[src/rtl/f2h_packet_writer.sv]
// Avalon-ST to memory-mapped bridge writer for the f2h FIFO packet-mode slave.
// Each accepted beat becomes an optional other-info write followed by a data write.
module f2h_packet_writer #(
    parameter int unsigned COUNT_W             = 16,
    parameter bit          SKIP_REDUNDANT_INFO = 1'b1
) (
    input  logic               clk_clk,
    input  logic               reset_reset_n,
    input  logic [31:0]        in_data,
    input  logic               in_valid,
    output logic               in_ready,
    input  logic               in_sop,
    input  logic               in_eop,
    input  logic [1:0]         in_empty,
    output logic [2:0]         avm_address,
    output logic [3:0]         avm_byte_enable,
    output logic               avm_read,
    output logic               avm_write,
    output logic [31:0]        avm_write_data,
    input  logic               avm_acknowledge,
    input  logic [31:0]        avm_read_data,
    input  logic               stats_clear,
    output logic [COUNT_W-1:0] beat_count,
    output logic [COUNT_W-1:0] pkt_count,
    output logic               busy,
    output logic               protocol_err
);

    localparam int unsigned DATA_W    = 32;
    localparam int unsigned ADDR_W    = 3;
    localparam int unsigned EMPTY_W   = 2;
    localparam logic [ADDR_W-1:0] ADDR_DATA = ADDR_W'(0);
    localparam logic [ADDR_W-1:0] ADDR_INFO = ADDR_W'(4);

    typedef enum logic [1:0] {
        IDLE,
        INFO,
        GAP,
        DATA
    } state_t;

    typedef struct packed {
        logic [DATA_W-1:0]  data;
        logic               sop;
        logic               eop;
        logic [EMPTY_W-1:0] empty;
    } beat_t;

    state_t              state, state_nxt;
    beat_t               beat_q, beat_nxt;
    logic [DATA_W-1:0]   last_info, last_info_nxt;
    logic                info_valid, info_valid_nxt;
    logic                write_nxt;
    logic [ADDR_W-1:0]   addr_nxt;
    logic [DATA_W-1:0]   wdata_nxt;
    logic [COUNT_W-1:0]  beat_count_nxt, pkt_count_nxt;
    logic                protocol_err_nxt;
    logic                handshake;
    logic                unused_read_data;

    // Other-info word: sop at bit 0, eop at bit 1, empty at bits 3:2 only on eop.
    function automatic logic [DATA_W-1:0] info_of(input beat_t b);
        info_of = {(DATA_W-4)'(0), (b.eop ? b.empty : EMPTY_W'(0)), b.eop, b.sop};
    endfunction

    assign in_ready         = (state == IDLE);
    assign handshake        = in_valid && in_ready;
    assign avm_byte_enable  = 4'hF;
    assign avm_read         = 1'b0;
    assign unused_read_data = ^avm_read_data;

    // Next-state, captured beat, counters and registered bus outputs.
    always_comb begin
        state_nxt        = state;
        beat_nxt         = beat_q;
        last_info_nxt    = last_info;
        info_valid_nxt   = info_valid;
        beat_count_nxt   = beat_count;
        pkt_count_nxt    = pkt_count;
        protocol_err_nxt = protocol_err;
        write_nxt        = 1'b0;
        addr_nxt         = ADDR_DATA;
        wdata_nxt        = '0;

        unique case (state)
            IDLE: begin
                if (handshake) begin
                    beat_nxt = '{data: in_data, sop: in_sop, eop: in_eop, empty: in_empty};
                    if (!SKIP_REDUNDANT_INFO || !info_valid || (info_of(beat_nxt) != last_info))
                        state_nxt = INFO;
                    else
                        state_nxt = DATA;
                end
            end
            INFO: begin
                if (avm_acknowledge) begin
                    last_info_nxt  = info_of(beat_q);
                    info_valid_nxt = 1'b1;
                    state_nxt      = GAP;
                end
            end
            GAP: begin
                state_nxt = DATA;
            end
            DATA: begin
                if (avm_acknowledge) begin
                    beat_count_nxt = beat_count + COUNT_W'(1);
                    if (beat_q.eop)
                        pkt_count_nxt = pkt_count + COUNT_W'(1);
                    state_nxt = IDLE;
                end
            end
            default: state_nxt = IDLE;
        endcase

        // An acknowledge with no write outstanding is a slave protocol violation.
        if (avm_acknowledge && !avm_write)
            protocol_err_nxt = 1'b1;

        if (stats_clear) begin
            beat_count_nxt   = '0;
            pkt_count_nxt    = '0;
            protocol_err_nxt = 1'b0;
        end

        // Outputs are decoded from the next state so the write appears one cycle after the handshake.
        unique case (state_nxt)
            INFO: begin
                write_nxt = 1'b1;
                addr_nxt  = ADDR_INFO;
                wdata_nxt = info_of(beat_nxt);
            end
            DATA: begin
                write_nxt = 1'b1;
                addr_nxt  = ADDR_DATA;
                wdata_nxt = beat_nxt.data;
            end
            default: begin
                write_nxt = 1'b0;
            end
        endcase
    end

    always_ff @(posedge clk_clk or negedge reset_reset_n) begin
        if (!reset_reset_n) begin
            state          <= IDLE;
            beat_q         <= '0;
            last_info      <= '0;
            info_valid     <= 1'b0;
            avm_write      <= 1'b0;
            avm_address    <= '0;
            avm_write_data <= '0;
            beat_count     <= '0;
            pkt_count      <= '0;
            busy           <= 1'b0;
            protocol_err   <= 1'b0;
        end else begin
            state          <= state_nxt;
            beat_q         <= beat_nxt;
            last_info      <= last_info_nxt;
            info_valid     <= info_valid_nxt;
            avm_write      <= write_nxt;
            avm_address    <= addr_nxt;
            avm_write_data <= wdata_nxt;
            beat_count     <= beat_count_nxt;
            pkt_count      <= pkt_count_nxt;
            busy           <= (state_nxt != IDLE);
            protocol_err   <= protocol_err_nxt;
        end
    end

endmodule

[config.mk]
export PLATFORM = sky130hd
export DESIGN_NAME = f2h_packet_writer
export DESIGN_NICKNAME = d
export VERILOG_FILES = /design/src/rtl/f2h_packet_writer.sv
export SDC_FILE = /design/constraint.sdc
export NUM_CORES = 1
export LEC_CHECK = 0
export ABC_AREA = 0
export CORE_MARGIN = 2
export CORE_UTILIZATION = 51
export CTS_BUF_LIST = sky130_fd_sc_hd__clkbuf_4 sky130_fd_sc_hd__clkbuf_8
export CTS_CLUSTER_DIAMETER = 50
export DETAILED_ROUTE_END_ITERATION = 8
export PLACE_DENSITY = 0.87
export SETUP_SLACK_MARGIN = 0.2
export SLEW_MARGIN = 25
export SYNTH_ARGS = -nofsm -noshare
export SYNTH_HDL_FRONTEND = slang
export SYNTH_SLANG_ARGS = --single-unit
[constraint.sdc]
create_clock -name clk_clk -period 5.4 [get_ports clk_clk]
set_input_delay 1.08 -clock clk_clk [delete_from_list [all_inputs] [get_ports clk_clk]]
set_output_delay 1.08 -clock clk_clk [all_outputs]
set_load 0.02 [all_outputs]
=== After elaboration in Yosys (flattened, before gate mapping) ===
Index checks and enable logic that the tools add are counted.

* Input port bits: 73
* Output and inout bits: 76
* Flip-flop bits (word level): 113
* Logic and storage cells: 59

* Reduce and logical (&&, ||, !) cells: 15
* Add/subtract/negate cells: 2
* Muxes and demuxes: 22
* Equal/unequal tests: 6

{| class="wikitable"
|+ Operator list
! kind !! count
|-
| $mux 16 || 7
|-
| $mux 36 || 2
|-
| $pmux 32 s2 || 1
|-
| $add 16x1->16 const B || 2
|-
| $mux 2 || 7
|-
| $reduce_bool 2->1 || 5
|-
| $pmux 2 s4 || 1
|-
| $eq 2x2->1 const B || 3
|-
| $eq 2x1->1 const B || 2
|-
| $ne 4x4->1 || 1
|-
| $reduce_and 2->1 || 2
|-
| $mux 1 || 3
|-
| $mux 3 || 1
|-
| $reduce_and 3->1 || 1
|-
| $logic_and 1x1->1 || 2
|-
| $logic_not 1->1 || 2
|-
| $logic_not 2->1 || 1
|-
| $reduce_or 2->1 || 1
|-
| $logic_or 1x1->1 || 1
|}

=== Depth between registers and ports, before layout ===
Gate-level depths: netlist of run 1.

* Depth in word-level cells: 9
* Depth in mapped cells: 8
* Mapped depth without buffers: 5

=== Worst setup path after synthesis of run 1 ===
No wires, ideal clock.

* Path kind: input to register
* Start: input port avm_acknowledge
* End: register pkt_count[15]
* Slack: 3,084 ps
* Arrival time: 2,191 ps
* Stages: 4
* Required time: 5,275 ps
* Setup time: 125 ps
* Path buffers: 0
* Cells stage by stage: a41oi_4 -> nor3_4 -> or3b_1 -> mux2_4

* Word-level cells in the longest chain between the ends: 2

{| class="wikitable"
|+ Ends and longest elaborated chain
! item !! line !! source
|-
| from (decl) || 20 || <nowiki>input logic avm_acknowledge,</nowiki>
|-
| $reduce_bool 2->1 (no source line) || - ||
|-
| $reduce_and 3->1 (no source line) || - ||
|-
| to (signal assigned) || 166 || <nowiki>pkt_count <= pkt_count_nxt;</nowiki>
|-
| to (decl) || 24 || <nowiki>output logic [COUNT_W-1:0] pkt_count,</nowiki>
|}

Every way passes these cells.
A chain may end at the register's enable or synchronous reset.

=== Final worst setup path of run 1 ===
* Start: input port in_valid
* End: register avm_write_data[7]

* Word-level cells in the longest chain between the ends: 5
* Elaborated cells between the ends (all ways): 8

{| class="wikitable"
|+ Ends and longest elaborated chain
! item !! line !! source
|-
| from (decl) || 10 || <nowiki>input logic in_valid,</nowiki>
|-
| $logic_and 1x1->1 * || 67 || <nowiki>assign handshake = in_valid && in_ready;</nowiki>
|-
| $mux 2 || 87 || <nowiki>if (handshake) begin</nowiki>
|-
| $pmux 2 s4 || 85 || <nowiki>unique case (state)</nowiki>
|-
| $eq 2x2->1 or $eq 2x1->1 (tied branches) || 127 || <nowiki>unique case (state_nxt)</nowiki>
|-
| $pmux 32 s2 * || 127 ||
|-
| named net wdata_nxt[7] || 55 || <nowiki>logic [DATA_W-1:0] wdata_nxt;</nowiki>
|-
| to (signal assigned) || 164 || <nowiki>avm_write_data <= wdata_nxt;</nowiki>
|-
| to (decl) || 19 || <nowiki>output logic [31:0] avm_write_data,</nowiki>
|}

The timed path passes the listed nets; every way through them passes the cells marked *.

==> flow_metrics.env, run 1 <==
export IMPL_outcome="completed"
export IMPL_cts_made_buffers=9
export IMPL_htree_num_levels=3
export IMPL_cts_sinks=111
export IMPL_clockBufferDepth=2
export IMPL_rr_worst_depth=6
export IMPL_remaining_drc_errors=0
export IMPL_yosys_area_share_adder_pct=0.5445
export IMPL_wl_per_cell_um=16.49
export IMPL_cts_tree="yes"
export IMPL_rows=34
export IMPL_cts_hold_fix_buffers=0
export IMPL_fin_crit_sh_pct=60.84
export IMPL_synth_edf_count=0
export IMPL_synth_top_family_by_area="simple AND/OR/NAND/NOR gates"
export IMPL_die_w_um=98.93
export IMPL_cts_resized=0
export IMPL_grt_antenna_before_repair=0
export IMPL_start_util_pct=52.70
export IMPL_synthCells=376
export IMPL_first_pass_iters=4
export IMPL_arrival_ps=3580
export IMPL_post_dp_hpwl_mm=6.634
export IMPL_cp_end_kind="register"
export IMPL_ys_warn_count=0
export IMPL_path_class="in2reg"
export IMPL_clock_latency_ps=370
export IMPL_cap_violations=0
export IMPL_drtAntennaViolNets=0
export IMPL_overflow=0
export IMPL_relSlewSlack_pct=33.96
export IMPL_ys_flop_type="dfrtp_1"
export IMPL_routed_via_density=5.406
export IMPL_multi_input_area_um2=1677
export IMPL_setup_violations_final=0
export IMPL_grt_max_degree=66
export IMPL_synthXorXnorAreaFrac_pct=3.621
export IMPL_power_density_nw_per_um2=443.7
export IMPL_slew_violations=0
export IMPL_drt_iter0_drc=133
export IMPL_cp_max_fo=37
export IMPL_post_cts_setup_buffers=0
export IMPL_r2r_start="state[0]"
export IMPL_clockRootBuffer="clkbuf_8"
export IMPL_grt_pass1_wl_mm=16.09
export IMPL_wirelength_mm=9.743
export IMPL_num_vias=3195
export IMPL_path_clk_slew_ps=120
export IMPL_syn2layout_area_growth_pct=29.78
export IMPL_avgSynthCellArea_um2=12.22
export IMPL_hold_slack_ps=491.3
export IMPL_seqCellArea_um2=2778
export IMPL_syn_area_um2=4596
export IMPL_grt_usage_pct=20.62
export IMPL_required_ps=5700
export IMPL_min_from="info_valid"
export IMPL_first_global_vias=3376
export IMPL_period_needed_ps=3285
export IMPL_synth_simple_gate_area_share_pct=15.74
export IMPL_io_pins=149
export IMPL_drive_above_1_share_pct=14.29
export IMPL_fin_setup_tns_ps=0
export IMPL_hold_end="info_valid"
export IMPL_die_height_um=98.93
export IMPL_ys_async_sr_fraction_pct=100.0
export IMPL_timing_critical_path_from_type="input pin"
export IMPL_rsz0062_at_grt="no"
export IMPL_worstMarginPinSlew_ps=989.5
export IMPL_n_fill_cell=648
export IMPL_synth_seq_cells=111
export IMPL_fin_worst_skew_ps=15.63
export IMPL_p_leak_uw=0.002591
export IMPL_port_buffers=109
export IMPL_nets=553
export IMPL_diodes=0
export IMPL_r2r_end="avm_write_data[7]"
export IMPL_fmax_mhz=304.4
export IMPL_vdd_drop_max_uv=269.8
export IMPL_finalHoldViolCount=0
export IMPL_gp_congestion=0.7874
export IMPL_muxShareOfSynthArea_pct=11.46
export IMPL_die_area_um2=9786
export IMPL_regToRegSetupSlack_ps=2760
export IMPL_core_um2=8721
export IMPL_yosysUniqueCellTypes=44
export IMPL_synth_compound_area_share_pct=4.438
export IMPL_hold_depth=1
export IMPL_hold_path_class="reg2reg"
export IMPL_synth_seq_area_share_pct=60.44
[synth_stat cells, drive strengths merged (6+ instances only)]
cell | number | share of area, %
nand3 | 10 | 1.1
o21ai | 8 | 0.87
a21oi | 14 | 1.5
mux2 | 42 | 10
dfrtp | 111 | 60
buf | 17 | 2.2
nor2 | 27 | 2.2
and3 | 32 | 4.4
xnor2 | 14 | 2.7
clkbuf | 9 | 0.79
nand4 | 9 | 1.2
inv | 6 | 0.49
nand2 | 20 | 1.6
or3 | 6 | 0.82
[flip-flops by register name, indices dropped and copies added, names as in the netlist]
signal / count
pkt_count: 16
state: 2
protocol_err: 1
beat_q: 36
info_valid: 1
avm_write: 1
busy: 1
last_info: 4
beat_count: 16
avm_write_data: 32
avm_address: 1
[worst max-delay path, cell delays in order]
cell and delay, ps:
clkdlybuf4s50_1 480, nor3b_2 160, buf_4 440, o2111a_1 260, a21oi_1 100, inv_1 740
and3_1 300
[how the worst max path moves through the flow]
stage | from | end | slack, ps | cells past startpoint
after floorplan | avm_acknowledge | pkt_count[15] | 3080 | 4
after global placement | in_valid | avm_write_data[1] | 1730 | 7
after detailed placement | in_valid | avm_write_data[7] | 1700 | 7
after CTS | in_valid | avm_write_data[7] | 2080 | 7
after global routing | in_valid | avm_write_data[7] | 1950 | 7
final | in_valid | avm_write_data[7] | 2110 | 7
[report_power, final]
group          leakage, µW  internal, µW  switching (µW)
registers          0.00143          1090             107
clock network     0.000119           273             298
logic              0.00105           435             442
[layout by cell type, fill, tap and decap left out, drive strengths merged, types with 2 or more instances in the layout]
master           n
clkbuf           9
clkdlybuf4s50  108
xnor2           14
ha               2
dfrtp          111
o21ai            8
nor4b            2
xor2             5
or3              6
nand2b           2
nor2            27
nor4             4
inv              9
conb             7
or2              2
and3            32
a21oi           14
mux2i            5
nor2b            4
nor3             3
clkinv           3
buf              4
nand3           10
or4              2
nor3b            5
bufinv           2
nand2           20
mux2            42
o31ai            3
a31o             2
nand4            9
[per-stage QoR]
step                worst slack, ps  total power (µW)  std cells  area (µm²)  util [%]
floorplan                      3084              1726        381        4614         -
global placement               1728              2060        575        5727     65.67
detailed placement             1701              2103        575        5727     65.67
CTS                            2084              2672        591        5964     68.39
global route                   1952              2788        591        5964     68.39
finish                         2115              2646        591        5964     68.39
[cells by family after synthesis]
| group | after synthesis |
|---|---|
| other cells | 2 |
| buf+inv | 33 |
| xor+xnor | 19 |
| fa+ha+maj | 2 |
| flops | 111 |
| mux | 47 |
| simple gates | 131 |
| compound gates | 31 |
[cell type report]
cell class	instances	share of cell area [%]
inverters	7	0.4405
multi-input cells	237	28.11
clock inverters	7	1.909
well taps	108	2.266
flip-flops and latches	111	46.57
repair buffers	112	18.63
clock buffers	9	2.077
[layer usage]
layer / up-vias / track usage [%] / wire length, µm
met5: - / 0 / 0
met4: 0 / 7.271 / 137
met3: 12 / 7.376 / 822
met2: 98 / 33.58 / 4703
met1: 1591 / 25.60 / 4079
li1: 1494 / - / -
Note: power is estimated with default switching activity, not from simulation.
==> run 2: changes to the inputs <==
--- a/config.mk
+++ b/config.mk
@@ -7,11 +7,11 @@
 export LEC_CHECK = 0
 export ABC_AREA = 0
 export CORE_MARGIN = 2
-export CORE_UTILIZATION = 51
+export CORE_UTILIZATION = 43
 export CTS_BUF_LIST = sky130_fd_sc_hd__clkbuf_4 sky130_fd_sc_hd__clkbuf_8
 export CTS_CLUSTER_DIAMETER = 50
 export DETAILED_ROUTE_END_ITERATION = 8
-export PLACE_DENSITY = 0.87
+export PLACE_DENSITY = 0.78
 export SETUP_SLACK_MARGIN = 0.2
 export SLEW_MARGIN = 25
 export SYNTH_ARGS = -nofsm -noshare
==> constraint.sdc (replaced) <==
create_clock -name clk_clk -period 2.6 [get_ports clk_clk]
set_input_delay 0.52 -clock clk_clk [delete_from_list [all_inputs] [get_ports clk_clk]]
set_output_delay 0.52 -clock clk_clk [all_outputs]
set_load 0.02 [all_outputs]
==> run 2 against run 1 <==
Non-clock buffer count rose by 12; final area grew 1.9%; setup slack got worse by 1700 ps; clock power grew 75%; clock-buffer cell count rose by 1; critical path type is now reg2out; largest cell class unchanged; largest power group unchanged.
==> flow_metrics.env, run 2 (synthesis gave the netlist of run 1 again) <==
export IMPL_outcome="completed"
export IMPL_drtAntennaViolNets=0
export IMPL_clockBufferDepth=2
export IMPL_regMostFlops="beat_q"
export IMPL_pre_cts_slack_ps=139.9
export IMPL_overflow=0
export IMPL_largest_reg_flops=36
export IMPL_fin_worst_skew_ps=14.61
export IMPL_grt_pass1_wl_mm=16.51
export IMPL_largestRegisters="beat_q (36), avm_write_data (32)"
export IMPL_io_pins=149
export IMPL_fmax_mhz=460.4
export IMPL_multi_input_area_um2=1677
export IMPL_critPathBufInv=1
export IMPL_worstMarginPinSlew_ps=662.3
export IMPL_cp_end_kind="output pin"
export IMPL_vdd_drop_max_uv=483.4
export IMPL_post_dp_hpwl_mm=6.887
export IMPL_seqCellArea_um2=2778
export IMPL_gp_congestion=0.7757
export IMPL_rows=37
export IMPL_slowest_stage="clkdlybuf4s50_1"
export IMPL_cp_slowest_stage_delay_ps=620
export IMPL_die_height_um=107.4
export IMPL_required_ps=2080
export IMPL_grt_max_degree=55
export IMPL_drive_above_1_share_pct=16.36
export IMPL_finalHoldViolCount=0
export IMPL_remaining_drc_errors=0
export IMPL_p_leak_uw=0.002636
export IMPL_wirelength_mm=9.661
export IMPL_post_cts_setup_buffers=0
export IMPL_relSlewSlack_pct=55.47
export IMPL_nets=565
export IMPL_setup_violations_final=0
export IMPL_diodes=0
export IMPL_crit_chain="nor2_1 > clkdlybuf4s50_1"
export IMPL_clockRootBuffer="clkbuf_8"
export IMPL_cts_resized=0
export IMPL_rsz0062_at_grt="no"
export IMPL_first_global_vias=3514
export IMPL_cp_max_fo=8
export IMPL_grt_antenna_before_repair=0
export IMPL_final_setup_worst_slack_ps=428.0
export IMPL_grt_usage_pct=18.11
export IMPL_hold_path_class="in2async"
export IMPL_crit_family="buffers and inverters"
export IMPL_port_buffers=109
export IMPL_slew_violations=0
export IMPL_n_fill_cell=916
export IMPL_cts_sinks=111
export IMPL_path_clk_slew_ps=110
export IMPL_wl_per_cell_um=15.31
export IMPL_cts_tree="yes"
export IMPL_final_cell_mix="111 x dfrtp_1, 108 x clkdlybuf4s50_1, 41 x mux2_2"
export IMPL_timing_critical_path_from_type="register"
export IMPL_arrival_ps=1650
export IMPL_cap_violations=0
export IMPL_htree_num_levels=3
export IMPL_first_pass_iters=4
export IMPL_fin_setup_tns_ps=0
export IMPL_core_um2=10370
export IMPL_path_class="reg2out"
export IMPL_routed_via_density=5.116
export IMPL_start_util_pct=44.32
export IMPL_die_area_um2=11530
export IMPL_layout_commonest_cell="dfrtp_1"
export IMPL_cts_made_buffers=9
export IMPL_num_vias=3228
export IMPL_syn2layout_area_growth_pct=32.21
export IMPL_power_density_nw_per_um2=885.9
export IMPL_die_w_um=107.4
export IMPL_clock_latency_ps=360
export IMPL_cts_hold_fix_buffers=0
export IMPL_fin_crit_sh_pct=83.54
export IMPL_period_needed_ps=2172
export IMPL_drt_iter0_drc=94
## run 2: cell count changes in the layout (fill, tap and decap cells not counted)
| cell | delta |
|---|---|
| bufinv_16 | -2 |
| clkbuf_8 | +1 |
| buf_12 | +2 |
| clkinvlp_4 | +1 |
| buf_4 | +10 |
## run 2: cell type report
class | instances | area share, %
clock buffers | 10 | 2.265
clock inverters | 6 | 1.009
inverters | 7 | 0.4325
multi-input cells | 237 | 27.59
flip-flops and latches | 111 | 45.72
well taps | 136 | 2.801
repair buffers | 124 | 20.18
## run 2: worst paths after layout
check / slack, ps / endpoint / start / cells past startpoint
hold reg to reg: 500 / info_valid / info_valid / 1
setup / recovery: 430 / in_ready / state[0] / 2
min in group clk_clk: 500 / info_valid / info_valid / 1
setup reg to reg: 740 / avm_write_data[20] / state[0] / 4
max in group asynchronous: 1800 / last_info[1] / reset_reset_n / 2
hold / removal: 130 / pkt_count[0] / reset_reset_n / 1
## run 2: power by group
| part | internal, µW | switching [µW] |
|---|---|---|
| clock | 399 | 600 |
| sequential | 2270 | 210 |
| combinational | 963 | 946 |
| total | 3630 | 1760 |
## run 2: worst register-to-register path: stages (launching register included)
cell,delay (ps)
dfrtp_1,510
o31ai_1,630
clkinv_1,190
buf_4,260
and3_1,180
## run 2: layer usage
layer  part of all wire, %  track usage (%)
met5                     0                0
met4                  0.88            5.037
met3                   8.4            7.143
met2                    49            30.06
met1                    42            22.00
## run 2: per-stage QoR
stage	instances	utilization [%]	hold WS, ps	power (µW)	cell area (µm²)
final	631	58.59	130.9	5383	6076
after global routing	631	58.59	139.6	5721	6076
after CTS	631	58.59	124.5	5463	6076
after detailed placement	615	56.67	470.2	4448	5877
after global placement	615	56.67	453.5	4367	5877
after floorplan	381	-	224.4	3585	4614
==> run 3: changes to the inputs <==
--- a/config.mk
+++ b/config.mk
@@ -7,11 +7,11 @@
 export LEC_CHECK = 0
 export ABC_AREA = 0
 export CORE_MARGIN = 2
-export CORE_UTILIZATION = 43
+export CORE_UTILIZATION = 48
 export CTS_BUF_LIST = sky130_fd_sc_hd__clkbuf_4 sky130_fd_sc_hd__clkbuf_8
 export CTS_CLUSTER_DIAMETER = 50
 export DETAILED_ROUTE_END_ITERATION = 8
-export PLACE_DENSITY = 0.78
+export PLACE_DENSITY = 0.83
 export SETUP_SLACK_MARGIN = 0.2
 export SLEW_MARGIN = 25
 export SYNTH_ARGS = -nofsm -noshare
==> constraint.sdc (replaced) <==
create_clock -name clk_clk -period 2 [get_ports clk_clk]
set_input_delay 0.4 -clock clk_clk [delete_from_list [all_inputs] [get_ports clk_clk]]
set_output_delay 0.4 -clock clk_clk [all_outputs]
set_load 0.02 [all_outputs]
==> run 3 against run 2 <==
First-iteration DRC count grew 31%; clock-buffer cell count down 1; combinational power increased by 43%; flip-flop and latch count stayed put; sequential power up 30%; non-clock buffer count grew 21.
==> flow_metrics.env, run 3 (synthesis gave the netlist of run 1 again) <==
export IMPL_drtAntennaViolNets=0
export IMPL_clockBufferDepth=2
export IMPL_first_global_vias=3468
export IMPL_nets=586
export IMPL_grt_max_degree=49
export IMPL_power_density_nw_per_um2=1170
export IMPL_gp_congestion=0.8089
export IMPL_drt_iter0_drc=123
export IMPL_first_pass_iters=4
export IMPL_cp_slowest_stage_delay_ps=500
export IMPL_regMostFlops="beat_q"
export IMPL_routed_via_density=5.214
export IMPL_die_area_um2=10370
export IMPL_hold_end="info_valid"
export IMPL_cp_end_kind="register"
export IMPL_die_w_um=101.9
export IMPL_regToRegSetupSlack_ps=260
export IMPL_start_util_pct=49.50
export IMPL_largestRegisters="beat_q (36), avm_write_data (32)"
export IMPL_cts_tree="yes"
export IMPL_syn2layout_area_growth_pct=38.33
export IMPL_vdd_drop_max_uv=744.3
export IMPL_p_total_uw=7438
export IMPL_layout_commonest_cell="dfrtp_1"
export IMPL_fmax_mhz=565.4
export IMPL_largest_reg_flops=36
export IMPL_port_buffers=109
export IMPL_num_vias=3363
export IMPL_cts_made_buffers=9
export IMPL_crit_top_cell="and3_1"
export IMPL_clock_latency_ps=370
export IMPL_slowest_stage="clkdlybuf4s50_1"
export IMPL_p_leak_uw=0.003055
export IMPL_fin_crit_sh_pct=88.43
export IMPL_drive_above_1_share_pct=22.67
export IMPL_finalHoldViolCount=0
export IMPL_cts_sinks=111
export IMPL_slew_violations=0
export IMPL_core_um2=9284
export IMPL_timing_critical_path_from_type="input pin"
export IMPL_final_cell_mix="103 x dfrtp_1, 72 x clkdlybuf4s50_1, 41 x mux2_2"
export IMPL_hold_depth=1
export IMPL_r2r_end="pkt_count[14]"
export IMPL_min_from="info_valid"
export IMPL_period_needed_ps=1769
export IMPL_rsz0062_at_grt="yes"
export IMPL_setup_violations_final=0
export IMPL_fin_worst_skew_ps=12.40
export IMPL_htree_num_levels=3
export IMPL_wirelength_mm=10.39
export IMPL_hold_path_class="reg2reg"
export IMPL_grt_antenna_before_repair=0
export IMPL_arrival_ps=2020
export IMPL_wl_per_cell_um=16.11
export IMPL_rr_worst_depth=5
export IMPL_crit_chain="clkdlybuf4s50_1 > and3_1 > o2111a_1 > a21oi_1 > inv_2 > clkbuf_16 > and3_1"
export IMPL_remaining_drc_errors=0
export IMPL_grt_pass1_wl_mm=16.70
export IMPL_cp_max_fo=15
export IMPL_clockRootBuffer="clkbuf_8"
export IMPL_path_class="in2reg"
export IMPL_io_pins=149
export IMPL_outcome="completed"
export IMPL_cap_violations=0
export IMPL_critPathBufInv=3
export IMPL_grt_usage_pct=20.74
export IMPL_crit_family="buffers and inverters"
export IMPL_rows=35
export IMPL_post_dp_hpwl_mm=7.180
export IMPL_path_clk_slew_ps=110
export IMPL_required_ps=2260
export IMPL_die_height_um=101.9
export IMPL_fin_setup_tns_ps=0
export IMPL_r2r_start="pkt_count[0]"
export IMPL_overflow=0
export IMPL_diodes=0
run 3: metrics by stage:
| step | std cells | area, µm² | worst slack [ps] | util, % | hold WS (ps) |
|---|---|---|---|---|---|
| 4_1_cts | 639 | 6230 | 197.8 | 67.10 | 485.3 |
| 3_3_place_gp | 621 | 5993 | -277.2 | 64.56 | 370.4 |
| 6_report | 645 | 6357 | 231.4 | 68.48 | 485.3 |
| 3_5_place_dp | 621 | 5993 | -276.1 | 64.56 | 370.1 |
| 5_1_grt | 645 | 6357 | 176.8 | 68.48 | 505.8 |
| 2_1_floorplan | 381 | 4617 | 203.4 | - | 104.4 |
run 3: metal layers:
metal	vias up	global-route usage [%]	share of wire, %
li1	1564	-	-
met1	1697	26.26	42
met2	92	34.41	50
met3	10	6.772	6.9
met4	0	6.051	0.94
met5	-	0	0
run 3: worst max-delay path by stage:
stage,end,cells past startpoint,start
after CTS,pkt_count[15],4,pkt_count[2]
after global routing,avm_write_data[28],7,in_eop
after floorplan,beat_count[15],5,beat_count[6]
after detailed placement,avm_write_data[2],6,in_valid
after global placement,avm_write_data[2],6,in_valid
final,avm_write_data[28],7,in_eop
run 3: power by group:
part | leakage (µW) | internal, µW | switching, µW
registers | 0.00141 | 2950 | 270
clock network | 0.000115 | 720 | 773
logic | 0.00153 | 1420 | 1300
total | 0.00306 | 5090 | 2350
run 3: layout make-up:
cell class / count / area (µm²)
clock inverters: 7 / 100.1
well taps: 129 / 161.4
flip-flops and latches: 111 / 2788
multi-input cells: 237 / 1719
repair buffers: 145 / 1439
clock buffers: 9 / 123.9
fillers: 723 / 2927
inverters: 7 / 26.28
run 3: timing repair:
action                     CTS  global route
setup buffers                1             4
cloned                       0             2
hold endpoints to repair    30             0
pin swaps                    1             2
gates resized for setup     33            21
setup endpoints to repair   61            18
hold buffers                 1             0
